### config.mk
export PLATFORM = sky130hd
export DESIGN_NAME = nn_frame_capture
export DESIGN_NICKNAME = d
export VERILOG_FILES = /design/src/rtl/nn_pkg.sv /design/src/rtl/nn_frame_bank.sv /design/src/rtl/nn_frame_capture.sv
export SDC_FILE = /design/constraint.sdc
export NUM_CORES = 2
export LEC_CHECK = 0
export ABC_CLOCK_PERIOD_IN_PS = 5900
export BUFFER_PORTS_ARGS = -buffer_cell sky130_fd_sc_hd__buf_4
export CAP_MARGIN = 15
export CORE_ASPECT_RATIO = 0.6
export CORE_UTILIZATION = 48
export DETAILED_ROUTE_END_ITERATION = 8
export GPL_ROUTABILITY_DRIVEN = 0
export PLACE_DENSITY = 0.68
export SLEW_MARGIN = 20
export SYNTH_ARGS = -nofsm -noshare
export SYNTH_HDL_FRONTEND = slang
export SYNTH_SLANG_ARGS = --single-unit
### constraint.sdc
create_clock -name Clk -period 5.9 [get_ports Clk]
set_input_delay 0.59 -clock Clk [delete_from_list [all_inputs] [get_ports Clk]]
set_output_delay 0.59 -clock Clk [all_outputs]
set_load 0.02 [all_outputs]
### src/rtl/nn_pkg.sv
// Shared geometry, frame type and capture FSM encoding for the nn classifier front end.
// Pure declarations: no latency, no flow control.
package nn_pkg;

    localparam int IMG_W      = 28;
    localparam int IMG_H      = 28;
    localparam int IMG_PIXELS = IMG_W * IMG_H;
    localparam int IDX_W      = 10;

    localparam logic [IDX_W-1:0] LAST_IDX = IDX_W'(IMG_PIXELS - 1);

    typedef logic frame_t [IMG_PIXELS-1:0];

    typedef enum logic {
        FILL = 1'b0,
        HOLD = 1'b1
    } cap_state_t;

    function automatic logic binarise(input logic [7:0] pix, input logic [7:0] thresh);
        return (pix >= thresh);
    endfunction

endpackage

### src/rtl/nn_frame_bank.sv
// One 784x1 frame buffer: single-bit write port, whole-frame read port, synchronous clear.
// Write lands one cycle after we_i; read is the registered array; no backpressure.
module nn_frame_bank
    import nn_pkg::*;
(
    input  logic             clk_i,
    input  logic             clr_i,
    input  logic             we_i,
    input  logic [IDX_W-1:0] idx_i,
    input  logic             bit_i,
    output frame_t           rd_o
);

    frame_t bits_q;

    always_ff @(posedge clk_i) begin
        if (clr_i) begin
            for (int i = 0; i < IMG_PIXELS; i++) begin
                bits_q[i] <= 1'b0;
            end
        end else if (we_i) begin
            bits_q[idx_i] <= bit_i;
        end
    end

    assign rd_o = bits_q;

endmodule

### src/rtl/nn_frame_capture.sv
// Binarises a 28x28 pixel stream into a double-buffered frame for nn; publish 1 cycle after last pixel.
// pix_ready drops only while a finished frame waits for the previous one to be acked.
module nn_frame_capture
    import nn_pkg::*;
#(
    parameter logic [7:0] THRESH = 8'd128
) (
    input  logic       Clk,
    input  logic       Reset,
    input  logic       pix_valid,
    output logic       pix_ready,
    input  logic [7:0] pix_data,
    input  logic       pix_sof,
    output frame_t     data,
    output logic       frame_valid,
    input  logic       frame_ack,
    output logic       sync_err,
    output logic [7:0] frame_count
);

    cap_state_t       state_q, state_d;
    logic [IDX_W-1:0] wr_idx_q, wr_idx_d;
    logic             wr_sel_q, wr_sel_d;
    logic             frame_valid_q, frame_valid_d;
    logic             sync_err_q, sync_err_d;
    logic [7:0]       frame_count_q, frame_count_d;

    logic             accept;
    logic [IDX_W-1:0] idx_eff;
    logic             pix_bit;
    logic             last_pix;
    logic             publish;

    frame_t           bank0_rd, bank1_rd;

    assign pix_ready = (state_q == FILL);
    assign accept    = pix_valid && pix_ready;
    assign idx_eff   = pix_sof ? '0 : wr_idx_q;
    assign pix_bit   = binarise(pix_data, THRESH);
    assign last_pix  = accept && (idx_eff == LAST_IDX);

    // A finished frame may publish immediately only if the read bank is free or being freed now.
    assign publish = ((state_q == FILL) && last_pix && (!frame_valid_q || frame_ack))
                  || ((state_q == HOLD) && frame_ack);

    always_comb begin
        state_d       = state_q;
        wr_idx_d      = wr_idx_q;
        wr_sel_d      = wr_sel_q;
        frame_valid_d = frame_valid_q;
        sync_err_d    = 1'b0;
        frame_count_d = frame_count_q;

        if (accept) begin
            wr_idx_d   = last_pix ? '0 : idx_eff + 1'b1;
            sync_err_d = pix_sof && (wr_idx_q != '0);
        end

        case (state_q)
            FILL: if (last_pix && frame_valid_q && !frame_ack) state_d = HOLD;
            HOLD: if (frame_ack) state_d = FILL;
            default: state_d = FILL;
        endcase

        if (publish) begin
            wr_sel_d      = ~wr_sel_q;
            frame_valid_d = 1'b1;
            frame_count_d = frame_count_q + 8'd1;
        end else if (frame_ack && frame_valid_q) begin
            frame_valid_d = 1'b0;
        end
    end

    always_ff @(posedge Clk) begin
        if (Reset) begin
            state_q       <= FILL;
            wr_idx_q      <= '0;
            wr_sel_q      <= 1'b0;
            frame_valid_q <= 1'b0;
            sync_err_q    <= 1'b0;
            frame_count_q <= 8'd0;
        end else begin
            state_q       <= state_d;
            wr_idx_q      <= wr_idx_d;
            wr_sel_q      <= wr_sel_d;
            frame_valid_q <= frame_valid_d;
            sync_err_q    <= sync_err_d;
            frame_count_q <= frame_count_d;
        end
    end

    nn_frame_bank u_bank0 (
        .clk_i (Clk),
        .clr_i (Reset),
        .we_i  (accept && !wr_sel_q),
        .idx_i (idx_eff),
        .bit_i (pix_bit),
        .rd_o  (bank0_rd)
    );

    nn_frame_bank u_bank1 (
        .clk_i (Clk),
        .clr_i (Reset),
        .we_i  (accept && wr_sel_q),
        .idx_i (idx_eff),
        .bit_i (pix_bit),
        .rd_o  (bank1_rd)
    );

    // Read bank is always the one not being written, so nn never sees a torn frame.
    always_comb begin
        for (int i = 0; i < IMG_PIXELS; i++) begin
            data[i] = wr_sel_q ? bank0_rd[i] : bank1_rd[i];
        end
    end

    assign frame_valid = frame_valid_q;
    assign sync_err    = sync_err_q;
    assign frame_count = frame_count_q;

endmodule

Yosys cells after proc, flatten, opt, wreduce, memory -nomap -nowiden
Index checks and enable logic that the tools add are counted.
Operators by class
  $lt $le $gt $ge: 3
  eq/ne operators: 1
  mux-type cells: 795
  $add $sub $neg: 2
  bitwise logic cells: 3
  reduce and logical (&&, ||, !) cells: 20
Operators with widths (count)
  784-bit bitwise mux: 2
  1-bit 2-to-1 mux: 789
  10-bit 2-to-1 mux: 2
  1-bit logical AND: 12
  10-bit by 11-bit < comparator with 1-bit output (second input constant): 1
  10-bit by 1-bit adder with 10-bit output (second input constant): 1
  1-bit demux with 10-bit select: 1
  10-bit equality test (second input constant): 1
  10-bit by 1-bit greater-or-equal comparator with 1-bit output (second input constant): 1
  10-bit nonzero test: 1
  8-bit by 1-bit adder with 8-bit output (second input constant): 1
  8-bit greater-or-equal comparator (second input constant): 1
  1-bit logical NOT: 3
  1-bit NOT: 3
  1-bit logical OR: 2
  1-bit case mux with 2 select lines: 1
  2-bit nonzero test: 1
  2-bit OR reduction: 1
Storage, ports and cells
  bits in registers: 1590
  output and inout port bits: 795
  word-level logic and storage cells: 2398

Depth between registers and ports, before layout
  depth in word-level cells: 7
  gate-level depth with buffers: 12
  gate-level depth less buffers: 7

By module
Synthesis repeated with hierarchy kept, for this count alone.
Unflattened totals
  cells, all modules: 8395
  area total of the unflattened synthesis: 82501.6 sq um
Modules (own cells, without submodules)
  nn_frame_bank at u_bank0: cells an instance 3687, instances 1, area each 36080.9 sq um, seq. area each 15695.1 sq um
  nn_frame_bank at u_bank1: cells an instance 3680, instances 1, area each 35911.9 sq um, seq. area each 15695.1 sq um
  nn_frame_capture: cells an instance 1028, instances 1, area each 10508.8 sq um, seq. area each 440.4 sq um

Least setup slack after synthesis
Ideal clock, no wire load.
  path kind: input -> register
  start point: in pix_sof
  end point: reg u_bank0.bits_q, in the netlist u_bank0.rd_o[445]
  data required time: 5.759 ns
  slack: 3.058 ns
  buffers on the path: 6
  stages on the path: 11
  setup time: 0.141 ns
  arrival time: 2.700 ns
  cell sequence: buf_2 > buf_2 > clkbuf_1 > nor2b_1 > inv_1 > ha_1 > nor4bb_1 > clkbuf_1 > clkbuf_1 > clkbuf_1 > a211oi_1
Between the ends
  longest elaborated chain between the ends: 6
  elaborated cells between the ends (all ways): 7
Ends and longest elaborated chain
  from (decl): RTL line nn_frame_capture.sv:13  | input logic pix_sof,
  10-bit 2-to-1 mux *: RTL line nn_frame_capture.sv:38  | assign idx_eff = pix_sof ? '0 : wr_idx_q;
  10-bit by 11-bit < comparator with 1-bit output (implied by the code) or 10-bit by 1-bit greater-or-equal comparator with 1-bit output (tied branches): RTL line nn_frame_bank.sv:22  | bits_q[idx_i] <= bit_i;
  1-bit logical AND (implied by the code): RTL line nn_frame_bank.sv:22
  1-bit 2-to-1 mux (implied by the code): RTL line nn_frame_bank.sv:22
  1-bit demux with 10-bit select *
  784-bit bitwise mux *: RTL line nn_frame_bank.sv:22
  to (signal, indexed assignment): RTL line nn_frame_bank.sv:22
  to (decl): RTL line nn_frame_bank.sv:14  | frame_t bits_q;
Every way passes the cells marked *; elsewhere a longest branch is shown, timed or not.
A chain may end at the register's enable or synchronous reset.

==> flow_summary.yaml <==
placed_design:
  hpwl_um: 148000
  port_buffers: 800
  dp_slack_ns: 2.06
floorplanning:
  die_x_um: 487
  design.portCount: 808
  die_h_um: 293
  start_util_pct: 48.5
  die-area_um2: 143000
  core_um2: 140000
  rows: 106
power_and_ir_drop:
  pwr_density_cell_nw_per_um2: 267
  peakVddDrop_uv: 203
  power_frac_clock_pct: 47.5
  switchingPower_uw: 4680
  pwr-share-seq_pct: 51.0
  sw_frac_of_total_pct: 22.3
  leakage_uw: 0.0273
  p_int_uw: 16300
  power_uw: 21000
  combPwrFrac_pct: 1.5
routing:
  wire_per_inst_um: 26.4
  drt_iter0_drc: 5225
  drc: 0
  vias_per_cell: 6.33
  vias: 56323
  drtPass1Iterations: 5
  totalWireLength_um: 235000
  drtAntennaViolNets: 0
setup_path:
  crit_required_ns: 5.31
  path_cells: "buf_4 > buf_12 > mux2_2 > buf_4"
  cp_slowest_stage_delay_ns: 0.76
  cp_top_family: "buffers and inverters"
  path_buf_inv: 3
  cpMostUsedCell: "buf_4"
  cp-end-kind: "primary output"
  crit_path_start_kind: "flip-flop"
  critical_path_class: "reg2out"
  worst-path-max-fanout: 143
  r2r-start: "state_q"
  crit_path_start: "wr_sel_q"
  critPathSlowestCell: "buf_4"
  worstPathArrival_ns: 3.70
cts:
  clk_path_buf_depth: 3
  clk-insertion-delay-late_ns: 0.77
  numCtsBuffers: 149
  clkTransAtPathRegs_ns: 0.06
  cts.repair.resized: 0
  root_buffer: "clkbuf_16"
  cts_max_level: 4
  cts_sinks: 1590
  cts_tree: "built"
synthesis:
  synth_edf_count: 0
  syn_nets: 6769
  ys_warn_count: 0
  synth_cells: 6751
  synth.top_cell.area_share_pct: 47.0
  synth_area_leaders: "dfxtp_1 (47%), a211oi_1 (16%), mux2_2 (13%), a21oi_1 (11%), clkbuf_1 (3.1%)"
  synthTopCellsByCount: "dfxtp_1 (1590), a21oi_1 (1520), a211oi_1 (1434)"
  synth-async-reset-ratio_pct: 0
  post-synth-top-count-cell: "dfxtp_1"
  ys_seq_area_share_pct: 47.0
  synth.avg_cell_area_um2: 10.0
  synth_ff_type: "dfxtp_1"
  netlist-cell-type-count: 53
  ys_seq_elements: 1590
  syn-cell-area_um2: 67700
  synth_area_leader_cell: "dfxtp_1"
grt:
  grt_overflow_total: 0
  grt_use_total_pct: 31.5
  grt_antenna_before_repair: 2
  grt_pass1_vias: 52963
  grt_pass1_wl_um: 347000
  grt_start_max_net_pins: 209
sta:
  setup-tns-final_ns: 0
  report.final.slew_viol_count: 0
  fin_crit_ns: 4.29
  hold_ws_ns: 0.192
  hold_viol_final: 0
  rsz0062_at_grt: "no"
  final.period_utilization_pct: 72.7
  slew_headroom_pct: 20.1
  finalSetupViolCount: 0
  tightest_slew_ns: 1.20
  setup_ws_ns: 1.61
  skew_ns: 0.0335
  fmax_mhz: 233
min_path:
  hp-class: "in2reg"
  worstHoldStart: "pix_valid"
flow_run:
  max-cap-violations: 0
outcome:
  outcome: "completed"
layout:
  final_util_pct: 56.4
  layout.nets: 6912
  layout-drive-gt1-share_pct: 32.2
  area_growth_pct: 16.4
area by class of cell:
class / instances / area, µm²
multi-input cells: 4191 / 32100
inverters: 3 / 11.3
fillers: 11855 / 60800
well taps: 1890 / 2360
clock inverters: 50 / 696
flip-flops and latches: 1590 / 31800
repair buffers: 959 / 7540
diodes: 1 / 2.50
clock buffers: 215 / 4310
metal layers:
metal  global-route usage (%)  vias up  wire [µm]  share of wire (%)
met5                        0        -         12             0.0051
met4                     13.5        2      10200                4.4
met3                     6.45      432      21300                9.1
met2                     44.5     2456      97800                 42
met1                     46.1    27523     106000                 45
li1                         -    25910          -                  -
final timing paths:
check                      end  slack [ns]  depth (start not counted)
max                  data[102]        1.61                          4
min             frame_count[1]        0.19                          3
max reg2reg   u_bank0.rd_o[76]        2.15                          6
min reg2reg  u_bank1.rd_o[218]        0.52                          2
worst register-to-register path, cell delays in order, from the launching register on:
cell and delay [ns]:
dfxtp_1 0.49, nand2b_1 0.54, or3_2 0.82, buf_4 0.39
nor3_4 0.65, buf_4 0.48, a211oi_1 0.18
power groups by stage:
| stage | Combinational, µW | Clock, µW | Sequential, µW |
|---|---|---|---|
| after global placement | 295 | 0 | 11000 |
| after floorplan | 225 | 0 | 11000 |
| final | 315 | 9980 | 10700 |
| after CTS | 303 | 10100 | 10700 |
| after global routing | 332 | 10500 | 10700 |
| after detailed placement | 302 | 0 | 11000 |
placed cells by master, fill, tap and decap left out, types with 20 or more instances in the layout:
master	netlist	layout
a31oi_1	70	70
buf_4	25	933
and2_4	0	26
a21oi_1	1520	1520
dfxtp_1	1590	1589
mux2_2	784	784
clkbuf_16	0	151
clkinv_2	0	23
clkbuf_1	562	35
buf_12	0	20
a211oi_2	134	134
clkbuf_8	0	29
a211oi_1	1434	1434
nor3_4	29	93
flip-flops by register name (all words and copies together) (netlist names):
register / cells
u_bank0.rd_o: 784
wr_idx_q: 10
frame_count: 8
state_q: 1
u_bank1.rd_o: 784
frame_valid: 1
wr_sel_q: 1
sync_err: 1
stage by stage:
stage | instance area (µm²) | std cells
4_1_cts | 78600 | 8887
6_report | 78800 | 8899
3_3_place_gp | 73500 | 8621
2_1_floorplan | 67700 | 6751
3_5_place_dp | 73500 | 8621
5_1_grt | 78800 | 8898
logic make-up after synthesis:
group / synth area share [%]
buf+inv: 6.50
flops: 47.0
simple gates: 2.82
mux: 13.1
fa+ha+maj: 0.0924
compound gates: 30.5
repair_timing:
item / 4_1_cts / 5_1_grt
endpoints found under the hold margin: 1 / 0
hold buffers: 1 / 0
buffers inserted: 0 / 0
Note: power is estimated with default switching activity, not from simulation.
